--- src/rtl/msp430_pkg.sv ---
// Shared MSP430 front-end definitions: fetch FSM encoding, reset defaults and
// opcode format masks used by both instruction fetch and decode.
package msp430_pkg;

  typedef enum logic [2:0] {
    ST_VEC   = 3'd0,
    ST_OP    = 3'd1,
    ST_SRC   = 3'd2,
    ST_DST   = 3'd3,
    ST_ISSUE = 3'd4
  } fetch_state_e;

  localparam logic [15:0] RESET_VECTOR_DEF = 16'hFFFE;
  localparam logic [15:0] NOP_WORD_DEF     = 16'h4303;

  localparam logic [15:0] FMT1_MASK  = 16'hF000;
  localparam logic [15:0] FMT1_MIN   = 16'h4000;
  localparam logic [15:0] FMT2_MASK  = 16'hFC00;
  localparam logic [15:0] FMT2_MATCH = 16'h1000;
  localparam logic [15:0] FMT3_MASK  = 16'hE000;
  localparam logic [15:0] FMT3_MATCH = 16'h2000;

  function automatic logic is_fmt1(input logic [15:0] w);
    return (w & FMT1_MASK) >= FMT1_MIN;
  endfunction

  function automatic logic is_fmt2(input logic [15:0] w);
    return (w & FMT2_MASK) == FMT2_MATCH;
  endfunction

  function automatic logic is_fmt3(input logic [15:0] w);
    return (w & FMT3_MASK) == FMT3_MATCH;
  endfunction

  function automatic logic [15:0] word_align(input logic [15:0] a);
    return a & 16'hFFFE;
  endfunction

endpackage

--- src/rtl/ext_word_count.sv ---
// Combinational detection of the extension words an opcode word pulls in:
// one for an indexed/absolute/immediate source, one for an indexed destination.
module ext_word_count
  import msp430_pkg::*;
(
  input  logic [15:0] word_i,
  output logic        need_src_o,
  output logic        need_dst_o
);

  logic       fmt1_s;
  logic       fmt2_s;
  logic [3:0] src_reg_s;
  logic       src_mode_s;

  // Format III jumps and unlisted encodings fall out as neither format I nor II.
  always_comb begin
    fmt1_s     = is_fmt1(word_i);
    fmt2_s     = is_fmt2(word_i);
    src_reg_s  = 4'd0;
    src_mode_s = 1'b0;
    if (fmt1_s) begin
      src_reg_s = word_i[11:8];
    end else begin
      src_reg_s = word_i[3:0];
    end
    case (word_i[5:4])
      2'b01:   src_mode_s = (src_reg_s != 4'd3);
      2'b11:   src_mode_s = (src_reg_s == 4'd0);
      default: src_mode_s = 1'b0;
    endcase
    need_src_o = (fmt1_s | fmt2_s) & src_mode_s;
    need_dst_o = fmt1_s & word_i[7];
  end

endmodule

--- src/rtl/instr_fetch.sv ---
// MSP430 instruction fetch: reads the reset vector, then fetches opcode plus
// extension words and holds the complete instruction until decode accepts it.
module instr_fetch
  import msp430_pkg::*;
#(
  parameter logic [15:0] RESET_VECTOR = RESET_VECTOR_DEF,
  parameter logic [15:0] NOP_WORD     = NOP_WORD_DEF
) (
  input  logic        clk,
  input  logic        rst,
  input  logic [15:0] MDB_out,
  output logic [15:0] MAB,
  output logic        MRD,
  input  logic        pc_load,
  input  logic [15:0] pc_new,
  input  logic        dec_ready,
  output logic        ir_valid,
  output logic [15:0] IR,
  output logic [15:0] EXT_SRC,
  output logic [15:0] EXT_DST,
  output logic [15:0] PC
);

  fetch_state_e state_q;
  logic [15:0]  pc_q;
  logic [15:0]  ir_q;
  logic [15:0]  ext_src_q;
  logic [15:0]  ext_dst_q;
  logic [15:0]  pc_inc_d;
  logic [15:0]  dec_word_s;
  logic         need_src_s;
  logic         need_dst_s;

  // In OP the word is still on the bus; later states look at the captured IR.
  always_comb begin
    pc_inc_d = pc_q + 16'd2;
    if (state_q == ST_OP) begin
      dec_word_s = MDB_out;
    end else begin
      dec_word_s = ir_q;
    end
  end

  ext_word_count u_ext_word_count (
    .word_i     (dec_word_s),
    .need_src_o (need_src_s),
    .need_dst_o (need_dst_s)
  );

  // Bus strobes and handshake flag decode straight from the state register.
  always_comb begin
    if (state_q == ST_VEC) begin
      MAB = word_align(RESET_VECTOR);
    end else begin
      MAB = pc_q;
    end
    MRD      = (state_q != ST_ISSUE);
    ir_valid = (state_q == ST_ISSUE);
  end

  // Fetch sequencer; a redirect outranks both the PC increment and the handshake.
  always_ff @(posedge clk or posedge rst) begin
    if (rst) begin
      state_q   <= ST_VEC;
      pc_q      <= 16'h0000;
      ir_q      <= NOP_WORD;
      ext_src_q <= 16'h0000;
      ext_dst_q <= 16'h0000;
    end else if ((state_q != ST_VEC) && pc_load) begin
      state_q   <= ST_OP;
      pc_q      <= word_align(pc_new);
      ir_q      <= NOP_WORD;
      ext_src_q <= 16'h0000;
      ext_dst_q <= 16'h0000;
    end else begin
      case (state_q)
        ST_VEC: begin
          pc_q    <= word_align(MDB_out);
          state_q <= ST_OP;
        end
        ST_OP: begin
          ir_q      <= MDB_out;
          ext_src_q <= 16'h0000;
          ext_dst_q <= 16'h0000;
          pc_q      <= pc_inc_d;
          if (need_src_s) begin
            state_q <= ST_SRC;
          end else if (need_dst_s) begin
            state_q <= ST_DST;
          end else begin
            state_q <= ST_ISSUE;
          end
        end
        ST_SRC: begin
          ext_src_q <= MDB_out;
          pc_q      <= pc_inc_d;
          if (need_dst_s) begin
            state_q <= ST_DST;
          end else begin
            state_q <= ST_ISSUE;
          end
        end
        ST_DST: begin
          ext_dst_q <= MDB_out;
          pc_q      <= pc_inc_d;
          state_q   <= ST_ISSUE;
        end
        ST_ISSUE: begin
          if (dec_ready) begin
            state_q <= ST_OP;
          end else begin
            state_q <= ST_ISSUE;
          end
        end
        default: begin
          state_q <= ST_VEC;
        end
      endcase
    end
  end

  assign IR      = ir_q;
  assign EXT_SRC = ext_src_q;
  assign EXT_DST = ext_dst_q;
  assign PC      = pc_q;

endmodule

--- config.mk ---
export PLATFORM = sky130hd
export DESIGN_NAME = instr_fetch
export DESIGN_NICKNAME = d
export VERILOG_FILES = /design/src/rtl/msp430_pkg.sv /design/src/rtl/ext_word_count.sv /design/src/rtl/instr_fetch.sv
export SDC_FILE = /design/constraint.sdc
export NUM_CORES = 1
export LEC_CHECK = 0
export BUFFER_PORTS_ARGS = -buffer_cell sky130_fd_sc_hd__clkbuf_2
export CORE_MARGIN = 2
export CORE_UTILIZATION = 54
export DETAILED_ROUTE_END_ITERATION = 7
export PLACE_DENSITY = 0.85
export SLEW_MARGIN = 10
export SYNTH_ARGS = -nofsm -noshare
export SYNTH_HDL_FRONTEND = slang
export SYNTH_SLANG_ARGS = --single-unit
--- constraint.sdc ---
create_clock -name clk -period 4.82 [get_ports clk]
set_input_delay 0.241 -clock clk [delete_from_list [all_inputs] [get_ports clk]]
set_output_delay 0.241 -clock clk [all_outputs]
set_load 0.01 [all_outputs]
Word-level counts from Yosys, hierarchy flattened
Cells that the tools add are included.
{"block": "op_classes", "addsub": 1, "magnitude_cmp": 1, "n_eq_ne": 9, "muxes": 16, "bitwise": 3, "n_reduce_logical": 9}
{"operator": "two-way mux 16 bit", "count": 6}
{"operator": "one-hot mux 16 bit (2 select lines)", "count": 3}
{"operator": "adder 16 x 2 -> 16 bit (second input constant)", "count": 1}
{"operator": ">= comparator 16 x 15 -> 1 bit (second input constant)", "count": 1}
{"operator": "one-hot mux 3 bit (5 select lines)", "count": 1}
{"operator": "two-way mux 3 bit", "count": 4}
{"operator": "nonzero test 3 bit", "count": 4}
{"operator": "equality test 3 x 2 -> 1 bit (second input constant)", "count": 2}
{"operator": "equality test 6 x 3 -> 1 bit (second input constant)", "count": 1}
{"operator": "logical NOT 4 bit", "count": 1}
{"operator": "two-way mux 4 bit", "count": 1}
{"operator": "!= test 4 x 2 -> 1 bit (second input constant)", "count": 1}
{"operator": "equality test 3 x 1 -> 1 bit (second input constant)", "count": 1}
{"operator": "equality test 3 bit (second input constant)", "count": 1}
{"operator": "logical NOT 3 bit", "count": 1}
{"operator": "!= test 3 bit (second input constant)", "count": 1}
{"operator": "OR reduction 3 bit", "count": 1}
{"operator": "AND 1 bit", "count": 2}
{"operator": "equality test 2 x 1 -> 1 bit (second input constant)", "count": 1}
{"operator": "equality test 2 bit (second input constant)", "count": 1}
{"operator": "one-hot mux 1 bit (2 select lines)", "count": 1}
{"operator": "nonzero test 2 bit", "count": 1}
{"operator": "logical AND 1 bit", "count": 1}
{"operator": "bitwise OR 1 bit", "count": 1}
{"block": "totals", "regBits": 67, "input_bits": 36, "output_inout_bits": 82, "word_cells": 45}

Depth between registers and ports, before layout
{"block": "logic_depth", "depth_word": 10, "depth_mapped": 8, "ltp_nobuf": 6}

Hierarchy
A second synthesis with hierarchy kept.
{"block": "hier_totals", "hier_cells": 331, "area_unflattened_um2": 3554.7}
{"module": "instr_fetch", "n_inst": 1, "cells_per_inst": 316, "area_per_inst_um2": 3450.8, "seq_area_each_um2": 1657.8}
{"module": "ext_word_count", "n_inst": 1, "cells_per_inst": 15, "area_per_inst_um2": 103.8, "seq_area_each_um2": 0.0}

Least setup slack after synthesis
Ideal clock, no wire load.
{"block": "synth_timing", "path_kind": "flip-flop to flip-flop", "from": "reg pc_q[1] (netlist: PC[1])", "to": "reg pc_q[15] (netlist: PC[15])", "setup_time_ns": 0.131, "t_arrival_ns": 1.682, "required_time_ns": 4.689, "slack_ns": 3.008, "path_stages_with_launch": 8, "path_buffers": 1, "synth_period_minus_slack_ns": 1.812, "path_cell_list": "dfrtp_1 > ha_1 > and3_1 > buf_2 > nand4_1 > or4_1 > nand2_1 > a21oi_1"}
{"block": "synth_via", "elab_chain_len": 3}
{"element": "start: declaration", "line": "instr_fetch.sv:25", "source": "logic [15:0] pc_q;"}
{"element": "start signal: assignment", "line": "instr_fetch.sv:71", "source": "pc_q <= word_align(pc_new);"}
{"element": "start signal: assignment", "line": "instr_fetch.sv:78", "source": "pc_q <= word_align(MDB_out);"}
{"element": "start signal: assignment", "line": "instr_fetch.sv:85", "source": "pc_q <= pc_inc_d;"}
{"element": "adder 16 x 2 -> 16 bit", "line": "instr_fetch.sv:36", "source": "pc_inc_d = pc_q + 16'd2;"}
{"element": "one-hot mux 16 bit (2 select lines)", "line": "instr_fetch.sv:76", "source": "case (state_q)"}
{"element": "two-way mux 16 bit", "line": "instr_fetch.sv:69", "source": "end else if ((state_q != ST_VEC) && pc_load) begin"}
Every way passes these cells.
A chain may end at the register's enable or synchronous reset.

Worst setup path in the final report
{"block": "layout_timing", "from": "reg state_q[0]", "to": "reg ext_dst_q[6] (netlist: EXT_DST[6])"}
{"block": "layout_via", "elab_chain_len": 3, "elab_cells_between_ends": 7, "cone_classes": "eq/ne (2); mux (2); reduce/logical (3)"}
{"element": "start: declaration", "line": "instr_fetch.sv:24", "source": "fetch_state_e state_q;"}
{"element": "start signal: assignment", "line": "instr_fetch.sv:64", "source": "state_q <= ST_VEC;"}
{"element": "start signal: assignment", "line": "instr_fetch.sv:70", "source": "state_q <= ST_OP;"}
{"element": "start signal: assignment", "line": "instr_fetch.sv:79", "source": "state_q <= ST_OP;"}
{"element": "equality test 3 x 2 -> 1 bit, or another cell as far along", "line": "instr_fetch.sv:76"}
{"element": "one-hot mux 16 bit (2 select lines) or logical AND 1 bit (tied branches)", "line": "instr_fetch.sv:76, instr_fetch.sv:69"}
{"element": "two-way mux 16 bit or nonzero test 3 bit (tied branches)"}
{"element": "end signal: assignment", "line": "instr_fetch.sv:104", "source": "ext_dst_q <= MDB_out;"}
{"element": "end: declaration", "line": "instr_fetch.sv:28", "source": "logic [15:0] ext_dst_q;"}
Parallel ways exist; a longest one is shown, timed or not.

==> qor.txt <==
Clock group share of total power -> 0.197
Warnings, synthesis -> 0
Routed vias -> 3,198
Reg clk slew, reported paths -> 0.07 ns
Post-Syn Area -> 3400 sq um
# Max-Cap Violations -> 0
Post-DR vias/cell -> 5.96
Clock skew -> 0.00701 ns
Core Box Area -> 5990 sq um
Internal power -> 0.00137 W
Final wirelength -> 9.36 mm
Gpl congestion -> 0.876
Register area -> 1660 sq um
Synth Area in Adders -> 0.00368
XOR/XNOR Fraction of Synth Area -> 0.00515
FMAX -> 292 MHz
DRC -> 0
Fillers -> 477
Final cell count without fillers -> 537
CTS tree -> yes
Footprint of the multi-input gates -> 1570 sq um
Post-layout util -> 0.690
Critical path class -> flip-flop to flip-flop
Post-synth ARST share -> 1.00
Pre-CTS WS -> 1.43 ns
Drt first-iter violations -> 183
I/O pin count -> 118
Setup bufs post-CTS -> 0
Largest net degree at the start of global routing -> 67
HP Class -> input port to flip-flop
Die area -> 6950 sq um
Initial Util -> 0.567
Mux cell area share after synthesis -> 0.0254
Clk sinks -> 66
Buffers on Ports -> 114
Worst Setup Slack, final -> 1.39 ns
Share of layout cells above drive strength 1 -> 0.329
DR pass1 iterations -> 4
Status -> completed
Layout area overhead -> 21.5%
Fin nets -> 494
Arrival time worst endpoint -> 3.70 ns
Die height -> 83.3 um
PD cells -> 580 nW/um^2
Ant diodes -> 0
Vias in the first global route -> 2,882
Gate power share -> 0.420
Net Switching -> 0.00103 W
Cts repair resizes -> 0
Tightest Pin Transition -> 1.11 ns
Dominant synthesized flop cell -> dfrtp_1
Avg WL per Cell -> 17.4 um
Placed Cells -> 521
Number of library cell types mapped by synthesis -> 58
LEAKAGE -> 2.09 nW
Worst-Skew Late Latency -> 0.34 ns
Post-synthesis compound-gate area fraction -> 0.232
Max FO, Critical Path -> 28
Initial antenna violation count -> 0
CP required -> 5.09 ns
Post-route ant nets -> 0
Post-DP HPWL -> 6.54 mm
Reg power frac -> 0.383
Largest family of logic cells by synthesized area -> compound AO/OA/AOI/OAI gates
Synth Instances -> 358
Clock Tree Root -> clkbuf_8
CTS Buffer Depth -> 2
Max VDD drop -> 0.384 mV
Register bit total from synthesis -> 66
TNS Setup -> 0 ns
Post-synth EDFFs -> 0
Register area share after synthesis -> 0.488
Post-CTS Hold Buffers -> 0
Critical path capture point type -> flip-flop
Min Clock Period, post-route -> 3.43 ns
RSZ-0062 raised after global routing -> no
Final Setup Violations -> 0
H-tree depth -> 3
Site Rows -> 28
Final period utilization -> 0.711
Grt ovf -> 0
Hold Vio Cnt, Final -> 0
Avg Synthesized Cell Area -> 9.50 sq um
Sw frac -> 0.428
Rel. slew slack -> 0.258
CP Launch Type -> flip-flop
Die width -> 83.3 um
CTS buffer count -> 9
Fin. max-slew vios -> 0
First-pass GRT wire length -> 14.9 mm
Synth Area in Simple Gates -> 0.194
Total GRT Usage -> 0.269
cell usage in the layout (no fill, tap or decap), drive strengths merged, types with 3 or more instances in the layout:
cell type    n
clkinvlp     3
inv          5
a22o        32
o211ai       4
clkbuf     124
and3         5
mux2i        6
a21o         3
o21ai       13
o22ai        7
dfstp        5
nand2       59
nor2        27
nand2b      15
o221ai       4
nand3        9
a31oi        5
nor3         8
dfrtp       61
a21oi       30
logic make-up after synthesis:
| group | count (synthesis) |
|---|---|
| compound gates | 110 |
| flops | 66 |
| fa+ha+maj | 1 |
| buf+inv | 34 |
| other cells | 1 |
| xor+xnor | 2 |
| mux | 8 |
| simple gates | 136 |
registers in the layout, summed over array words and instances (netlist names):
name,count
state_q,3
EXT_SRC,16
PC,15
EXT_DST,16
IR,16
per-stage QoR:
step	hold WS (ns)	instance area [sq um]	power [W]
after CTS	0.107	4130	0.00239
after global placement	0.450	3930	0.00189
after global routing	0.111	4130	0.00255
after floorplan	0.353	3400	0.00157
after detailed placement	0.456	3930	0.00192
final	0.110	4130	0.00240
worst paths after layout:
| path | startpoint | end | slack, ns | cells past startpoint |
|---|---|---|---|---|
| max in group asynchronous | rst | EXT_DST[1] | 4.16 | 3 |
| hold / removal | pc_new[3] | PC[3] | 0.11 | 3 |
| min in group asynchronous | rst | EXT_DST[10] | 0.12 | 3 |
| hold reg to reg | IR[0] | IR[0] | 0.50 | 2 |
| setup reg to reg | state_q[0] | EXT_DST[6] | 1.39 | 5 |
| setup / recovery | state_q[0] | EXT_DST[6] | 1.39 | 5 |
metal layers:
| metal | part of all wire | vias to the layer above | track usage |
|---|---|---|---|
| met5 | 0 | - | 0 |
| met4 | 0.015 | 0 | 0.0879 |
| met3 | 0.087 | 18 | 0.0467 |
| met2 | 0.47 | 166 | 0.415 |
| met1 | 0.43 | 1531 | 0.388 |
| li1 | - | 1483 | - |
synthesized netlist by cell type, types with 6 or more instances:
master    number  area share
dfrtp_1       61        0.45
nand2_1       58       0.064
a22o_1        31       0.080
a21oi_1       29       0.043
nor2_1        27       0.030
nand2b_1      15       0.028
clkbuf_1      13       0.014
nand3_1        9       0.013
o21ai_1        9       0.013
nor3_1         7       0.010
o22ai_1        7       0.013
buf_2          6      0.0088
mux2i_1        6       0.018
power groups by stage:
stage / sequential (W) / combinational (W) / clock (W)
after floorplan: 0.000911 / 0.000659 / 0
after global placement: 0.000910 / 0.000977 / 0
after detailed placement: 0.000921 / 0.00100 / 0
after CTS: 0.000911 / 0.00101 / 0.000474
after global routing: 0.000940 / 0.00111 / 0.000505
final: 0.000918 / 0.00101 / 0.000472
layout make-up:
class	count	area share
repair buffers	116	0.142
clock buffers	10	0.0333
clock inverters	6	0.0161
multi-input cells	259	0.380
flip-flops and latches	66	0.401
well taps	75	0.0227
inverters	5	0.00454
worst max-delay path, cell delays in order, from the launching register on:
cell	delay (ns)
dfrtp_1	0.52
nor2_1	0.72
nand2_2	0.48
and2_1	0.64
a21oi_2	0.73
a22o_1	0.27
Note: power is estimated with default switching activity, not from simulation.
